### src/rtl/ram_init_loader.sv
// RAM front-end that either passes CPU accesses through, clears the whole RAM,
// or streams a block of downloaded words into it starting at a given base address.
module ram_init_loader #(
  parameter int addr_width_g = 11,
  parameter int data_width_g = 8,
  parameter logic [data_width_g-1:0] clear_value_g = '0
) (
  input  logic                    clock,
  input  logic                    reset_n,
  input  logic                    clear_req,
  input  logic                    load_req,
  input  logic [addr_width_g-1:0] load_base,
  input  logic [addr_width_g:0]   load_len,
  input  logic                    dl_valid,
  input  logic [data_width_g-1:0] dl_data,
  output logic                    dl_ready,
  input  logic [addr_width_g-1:0] cpu_address,
  input  logic [data_width_g-1:0] cpu_data,
  input  logic                    cpu_wren,
  output logic [addr_width_g-1:0] ram_address,
  output logic [data_width_g-1:0] ram_data,
  output logic                    ram_wren,
  output logic                    busy,
  output logic                    done,
  output logic [7:0]              load_sum,
  output logic [1:0]              fsm_state
);

  typedef enum logic [1:0] {
    IDLE  = 2'd0,
    CLEAR = 2'd1,
    LOAD  = 2'd2
  } state_t;

  localparam logic [addr_width_g-1:0] last_addr = '1;
  localparam logic [addr_width_g:0]   one_left  = (addr_width_g+1)'(1);

  state_t                  state;
  logic [addr_width_g-1:0] addr_cnt;
  logic [addr_width_g:0]   remaining;
  logic [7:0]              dl_low;

  assign dl_low    = 8'(dl_data);
  assign fsm_state = state;

  // Download handshake: a word moves on a rising edge where dl_valid and
  // dl_ready are both high; dl_valid may drop at any time, dl_ready is only
  // high in LOAD and falls together with the final write.
  always_ff @(posedge clock or negedge reset_n) begin
    if (!reset_n) begin
      state       <= IDLE;
      addr_cnt    <= '0;
      remaining   <= '0;
      ram_address <= '0;
      ram_data    <= '0;
      ram_wren    <= 1'b0;
      dl_ready    <= 1'b0;
      busy        <= 1'b0;
      done        <= 1'b0;
      load_sum    <= '0;
    end else begin
      done <= 1'b0;
      unique case (state)
        IDLE: begin
          ram_address <= cpu_address;
          ram_data    <= cpu_data;
          ram_wren    <= cpu_wren;
          if (clear_req) begin
            // The entry edge already presents the write to address 0.
            state       <= CLEAR;
            busy        <= 1'b1;
            addr_cnt    <= '0;
            ram_address <= '0;
            ram_data    <= clear_value_g;
            ram_wren    <= 1'b1;
          end else if (load_req) begin
            if (load_len == '0) begin
              done <= 1'b1;
            end else begin
              state     <= LOAD;
              busy      <= 1'b1;
              dl_ready  <= 1'b1;
              ram_wren  <= 1'b0;
              addr_cnt  <= load_base;
              remaining <= load_len;
              load_sum  <= '0;
            end
          end
        end

        CLEAR: begin
          if (addr_cnt == last_addr) begin
            state    <= IDLE;
            busy     <= 1'b0;
            ram_wren <= 1'b0;
            done     <= 1'b1;
          end else begin
            addr_cnt    <= addr_cnt + 1'b1;
            ram_address <= addr_cnt + 1'b1;
          end
        end

        LOAD: begin
          ram_wren <= 1'b0;
          if (dl_valid && dl_ready) begin
            ram_address <= addr_cnt;
            ram_data    <= dl_data;
            ram_wren    <= 1'b1;
            addr_cnt    <= addr_cnt + 1'b1;
            load_sum    <= load_sum + dl_low;
            remaining   <= remaining - 1'b1;
            if (remaining == one_left) begin
              state    <= IDLE;
              busy     <= 1'b0;
              dl_ready <= 1'b0;
              done     <= 1'b1;
            end
          end
        end

        default: begin
          state    <= IDLE;
          busy     <= 1'b0;
          dl_ready <= 1'b0;
          ram_wren <= 1'b0;
        end
      endcase
    end
  end

endmodule

### config.mk
export PLATFORM = sky130hd
export DESIGN_NAME = ram_init_loader
export DESIGN_NICKNAME = d
export VERILOG_FILES = /design/src/rtl/ram_init_loader.sv
export SDC_FILE = /design/constraint.sdc
export NUM_CORES = 1
export LEC_CHECK = 0
export BUFFER_PORTS_ARGS = -buffer_cell sky130_fd_sc_hd__buf_2
export CAP_MARGIN = 20
export CORE_MARGIN = 5
export CORE_UTILIZATION = 25
export DETAILED_ROUTE_END_ITERATION = 10
export PLACE_DENSITY_LB_ADDON = 0.05
export SYNTH_ARGS = -nofsm -noshare
export SYNTH_HDL_FRONTEND = slang
export SYNTH_SLANG_ARGS = --single-unit
### constraint.sdc
create_clock -name clock -period 2.5 [get_ports clock]
set_clock_uncertainty 0.05 [all_clocks]
set_input_delay 0.25 -clock clock [delete_from_list [all_inputs] [get_ports clock]]
set_output_delay 0.25 -clock clock [all_outputs]
set_load 0.005 [all_outputs]
==> Word-level counts from Yosys, hierarchy flattened <==
Index checks and enable logic that the tools add are counted.
{ "word_totals": {"register_bits": 56, "inputBits": 56, "out_inout_bits": 33, "elab_cells": 88} }
{ "op_classes": {"add_sub_neg": 3, "n_eq_ne": 13, "muxes": 50, "n_bitwise": 1, "reduce_logical": 11} }
{ "ops": {"columns": ["operator", "count"], "rows": [
  ["$mux W11", 7],
  ["$pmux W11 S3", 2],
  ["$mux W12", 4],
  ["$mux W8", 6],
  ["$pmux W8 S2", 2],
  ["$pmux W12 S2", 1],
  ["$mux W1", 17],
  ["$reduce_and A5 Y1", 3],
  ["$ne A2 B2 Y1 const B", 7],
  ["$eq A12 B1 Y1 const B", 1],
  ["$logic_not A12 Y1", 1],
  ["$mux W2", 6],
  ["$pmux W1 S3", 4],
  ["$sub A12 B1 Y12 const B", 1],
  ["$add A11 B1 Y11 const B", 1],
  ["$eq A11 B11 Y1 const B", 1],
  ["$add A8 B8 Y8", 1],
  ["$ne A3 B3 Y1 const B", 2],
  ["$pmux W2 S3", 1],
  ["$reduce_and A6 Y1", 1],
  ["$reduce_and A3 Y1", 1],
  ["$reduce_bool A3 Y1", 1],
  ["$eq A2 B1 Y1 const B", 1],
  ["$eq A2 B2 Y1 const B", 1],
  ["5 further kinds", 5]
]} }

==> Depth between registers and ports, before layout <==
{ "depth": {"depth_word": 5, "ltp_mapped": 9, "ltp_nobuf": 7} }

==> Least setup slack after synthesis <==
No wires, ideal clock.
{ "synth_timing": {"path_type": "register -> register", "from": "register addr_cnt[0]", "to": "register addr_cnt[8]", "setup_time_ns": 0.124, "arrival_ns": 1.880, "required_time_ns": 2.326, "slack_ns": 0.446, "stages_incl_launch_ff": 8, "n_path_buf": 1, "synth_period_minus_slack_ns": 2.054, "path_cell_list": "dfrtp_1 ha_1 nand3_1 or4_4 o211ai_4 buf_6 nor2_1 a211o_1"} }
{ "synth_between": {"elab_chain_cells": 3, "word_cells_on_any_way": 7, "cone_classes": "1 x add/sub; 2 x eq/ne; 3 x mux; 1 x reduce/logical"} }
{ "synth_rtl": {"columns": ["item", "line", "rtl"], "rows": [
  ["from (decl)", "39", "logic [addr_width_g-1:0] addr_cnt;"],
  ["from (signal assigned)", "84", "addr_cnt <= load_base;"],
  ["from (signal assigned)", "98", "addr_cnt <= addr_cnt + 1'b1;"],
  ["from (signal assigned)", "109", "addr_cnt <= addr_cnt + 1'b1;"],
  ["$add A11 B1 Y11 or $eq A11 B11 Y1 (tied branches)", "98, 109, 92", null],
  ["$mux W11 (tied with other cells)", "105", "if (dl_valid && dl_ready) begin"],
  ["$pmux W11 S3 or $reduce_and A5 Y1 (tied branches)", null, null]
]} }
Parallel ways exist; a longest one is shown, timed or not. The select of a mux whose other input is x is not followed.
A chain may end at the register's enable or synchronous reset.

==> Worst setup path in the final report <==
{ "layout_timing": {"from": "register addr_cnt[1]", "to": "register addr_cnt[3]"} }
The elaborated chain is that of the path after synthesis.

==> flow_summary.json <==
{
  "grt_pass1_wl_mm": 19.5,
  "fmax_mhz": 443,
  "num_rows": 44,
  "grt_max_degree": 33,
  "nets": 590,
  "worstRegToRegCells": 7,
  "p_leak_uw": 0.00209,
  "clk_pin_slew_ns": 0.08,
  "antenna_found_initial": 0,
  "io_pins": 89,
  "seqCellArea_um2": 1400,
  "drt-total-wl_mm": 12.3,
  "run_status": "finished clean",
  "core_um2": 14400,
  "hold_viol_final": 0,
  "tightest_slew_ns": 0.656,
  "cts_tree": "yes",
  "start_util_pct": 25.2,
  "worst_hold_startpoint": "load_len[0]",
  "reg2reg_to": "addr_cnt[3]",
  "crit_path_max_fanout": 17,
  "place.gp.congestion": 0.812,
  "drv_cap": 0,
  "slew_violations": 0,
  "relSlewSlack_pct": 56.3,
  "ys.flop_type": "dfrtp_1",
  "arrival_ns": 2.41,
  "rsz0062_at_grt": "false",
  "via_per_inst": 5.08,
  "pwr_density_cell_nw_per_um2": 1190,
  "dp_cells": 695,
  "period_minus_slack_ns": 2.26,
  "io_buffers": 88,
  "design_area_um2": 4570,
  "drive_gt1_share_pct": 27.2,
  "cp-end-kind": "flip-flop",
  "drc": 0,
  "die_area_um2": 17100,
  "fin_cells": 703,
  "hp-class": "in -> reg",
  "num_vias": 3569,
  "reg2reg_slack_ns": 0.24,
  "drt_iter0_drc": 172,
  "ys_types": 65,
  "clockBufferDepth": 2,
  "clock_latency_ns": 0.31,
  "cts_made_buffers": 5,
  "cp.required_ns": 2.65,
  "num-fill-cells": 1594,
  "syn-cell-area_um2": 3640,
  "grt_remaining_overflow": 0,
  "ys_ff_latch": 56,
  "finalSetupTns_ns": 0,
  "dpl_cell_area_um2": 4420,
  "startpoint_type": "flip-flop",
  "crit_type": "reg -> reg",
  "ys_seq_area_share_pct": 38.5,
  "antennaDiodeCount": 0,
  "root_buffer": "clkbuf_16",
  "clock-sinks": 56,
  "drt_pass1_iterations": 4,
  "synth_nets": 490,
  "period_share_pct": 90.3,
  "hold_end": "remaining[0]",
  "wire_per_inst_um": 17.5,
  "min_path_cells": 3,
  "setup-violations-final": 0,
  "ys_warn_count": 0,
  "peakVddDrop_mv": 0.370,
  "async_flop_share_pct": 100,
  "die_y_um": 131,
  "track_usage_pct": 14.7,
  "synth_edf_count": 0,
  "die_w_um": 131,
  "area_growth_pct": 25.6,
  "postCtsSetupRepairBufs": 0,
  "hpwl_mm": 9.31,
  "ant_nets": 0,
  "netlist_instances": 419,
  "avgSynthCellArea_um2": 8.69,
  "multi_input_area_um2": 2060,
  "htreeDepth": 2,
  "grt_pass1_vias": 3638,
  "reg2reg_from": "addr_cnt[1]"
}
## synthesized netlist by cell type (2+ instances only)
master     count  area share [%]
or3_1          7             1.2
nand3_1       15             2.1
nor3b_1        2            0.41
o21ai_0       27             3.7
inv_1         19             2.0
nand4_1        3            0.52
a221oi_1       2            0.48
o211ai_1       5             1.0
ha_1          14             4.8
buf_2          6            0.83
a21o_1         5             1.0
o22ai_1        5            0.86
a32oi_1        4            0.96
nor3_1        10             1.4
and3_1         9             1.5
nor4_1         5            0.86
nor2_1        31             3.2
o31ai_1        4            0.83
clkbuf_1      13             1.3
a2111oi_0      2            0.48
o221a_2       10             3.1
a22oi_1       14             2.9
a21oi_1       34             4.7
dfrtp_1       56              39
a211oi_1       3            0.62
a31oi_1        9             1.5
xnor2_1        7             1.7
xor2_1         2            0.48
o21a_1         3            0.62
mux2i_1        4             1.1
and4_1         2            0.48
a211o_1        3            0.72
o2111ai_1      2            0.48
nand2_1       48             5.0
nand3b_1       4            0.83
## critical path, stage by stage, from the launching register on
cell	delay (ns)
dfrtp_1	0.42
ha_2	0.27
nand3_1	0.20
or4_4	0.56
o211ai_4	0.15
buf_4	0.27
a21oi_1	0.06
o21a_1	0.18
## logic make-up after synthesis
kind of cell	synth area share (%)
adder cells (fa/ha/maj)	5.36
AND/OR/NAND/NOR	20.2
XOR/XNOR	2.17
flip-flops	38.5
buffers and inverters	4.98
AO/OA/AOI/OAI	27.7
multiplexers	1.10
## how the worst max path moves through the flow
stage	startpoint	to	slack (ns)	cells past startpoint
after floorplan	addr_cnt[0]	addr_cnt[8]	0.45	7
final	addr_cnt[1]	addr_cnt[3]	0.24	7
after global placement	addr_cnt[1]	fsm_state[0]	0.21	6
after detailed placement	addr_cnt[1]	fsm_state[0]	0.18	6
after global routing	fsm_state[1]	ram_address[7]	0.03	7
after CTS	addr_cnt[1]	fsm_state[0]	0.17	6
## per-layer routing
metal | global-route usage, % | routed length [um]
met5 | 0 | 0
met4 | 4.84 | 187
met3 | 2.48 | 560
met2 | 25.1 | 6030
met1 | 18.8 | 5510
## cell type report
cell class	count	share of cell area, %
multi-input cells	320	45.2
clock buffers	6	2.82
well taps	184	5.04
clock inverters	1	0.109
flip-flops and latches	56	30.7
repair buffers	116	14.6
inverters	20	1.64
## state kept, by name, indices dropped and copies added, names as in the netlist
| register | flops |
|---|---|
| addr_cnt | 11 |
| busy | 1 |
| dl_ready | 1 |
| done | 1 |
| fsm_state | 2 |
| load_sum | 8 |
| ram_address | 11 |
| ram_data | 8 |
| ram_wren | 1 |
| remaining | 12 |
## power breakdown
group	switching (uW)	internal (uW)	leakage [uW]
combinational	1730	1300	0.00132
sequential	386	1300	0.000704
clock	364	367	0.0000667
total	2480	2970	0.00209
## what timing repair did
item,CTS,global route
endpoints found under the hold margin,24,0
resized for setup,0,2
setup endpoints to repair,0,1
hold buffers,1,0
## placed cells by master (no fill, tap or decap), drive strengths merged, types with 4 or more instances in the layout
| cell type | count |
|---|---|
| nor2 | 31 |
| and3 | 9 |
| nand3 | 15 |
| mux2i | 4 |
| nor4 | 5 |
| o31ai | 4 |
| o211ai | 6 |
| nor3 | 10 |
| nand3b | 4 |
| a22oi | 14 |
| dfrtp | 56 |
| clkbuf | 6 |
| a21o | 5 |
| ha | 14 |
| buf | 115 |
| inv | 19 |
| a32oi | 4 |
| o22ai | 5 |
| or3 | 7 |
| a21oi | 34 |
| nand2 | 48 |
| nand4 | 4 |
| xnor2 | 7 |
| a31oi | 9 |
| o21ai | 27 |
| o221a | 10 |
## stage by stage
step                      worst slack (ns)  hold WS, ns  utilization (%)  power [uW]
final                                0.244        0.162             31.7        5450
after global routing                0.0280        0.171             31.7        5970
after CTS                            0.171        0.150             31.6        5550
after detailed placement             0.184        0.274             30.6        4780
after global placement               0.206        0.286             30.6        4770
after floorplan                      0.446      -0.0956                -        3640
(Power assumes the default switching activity.)
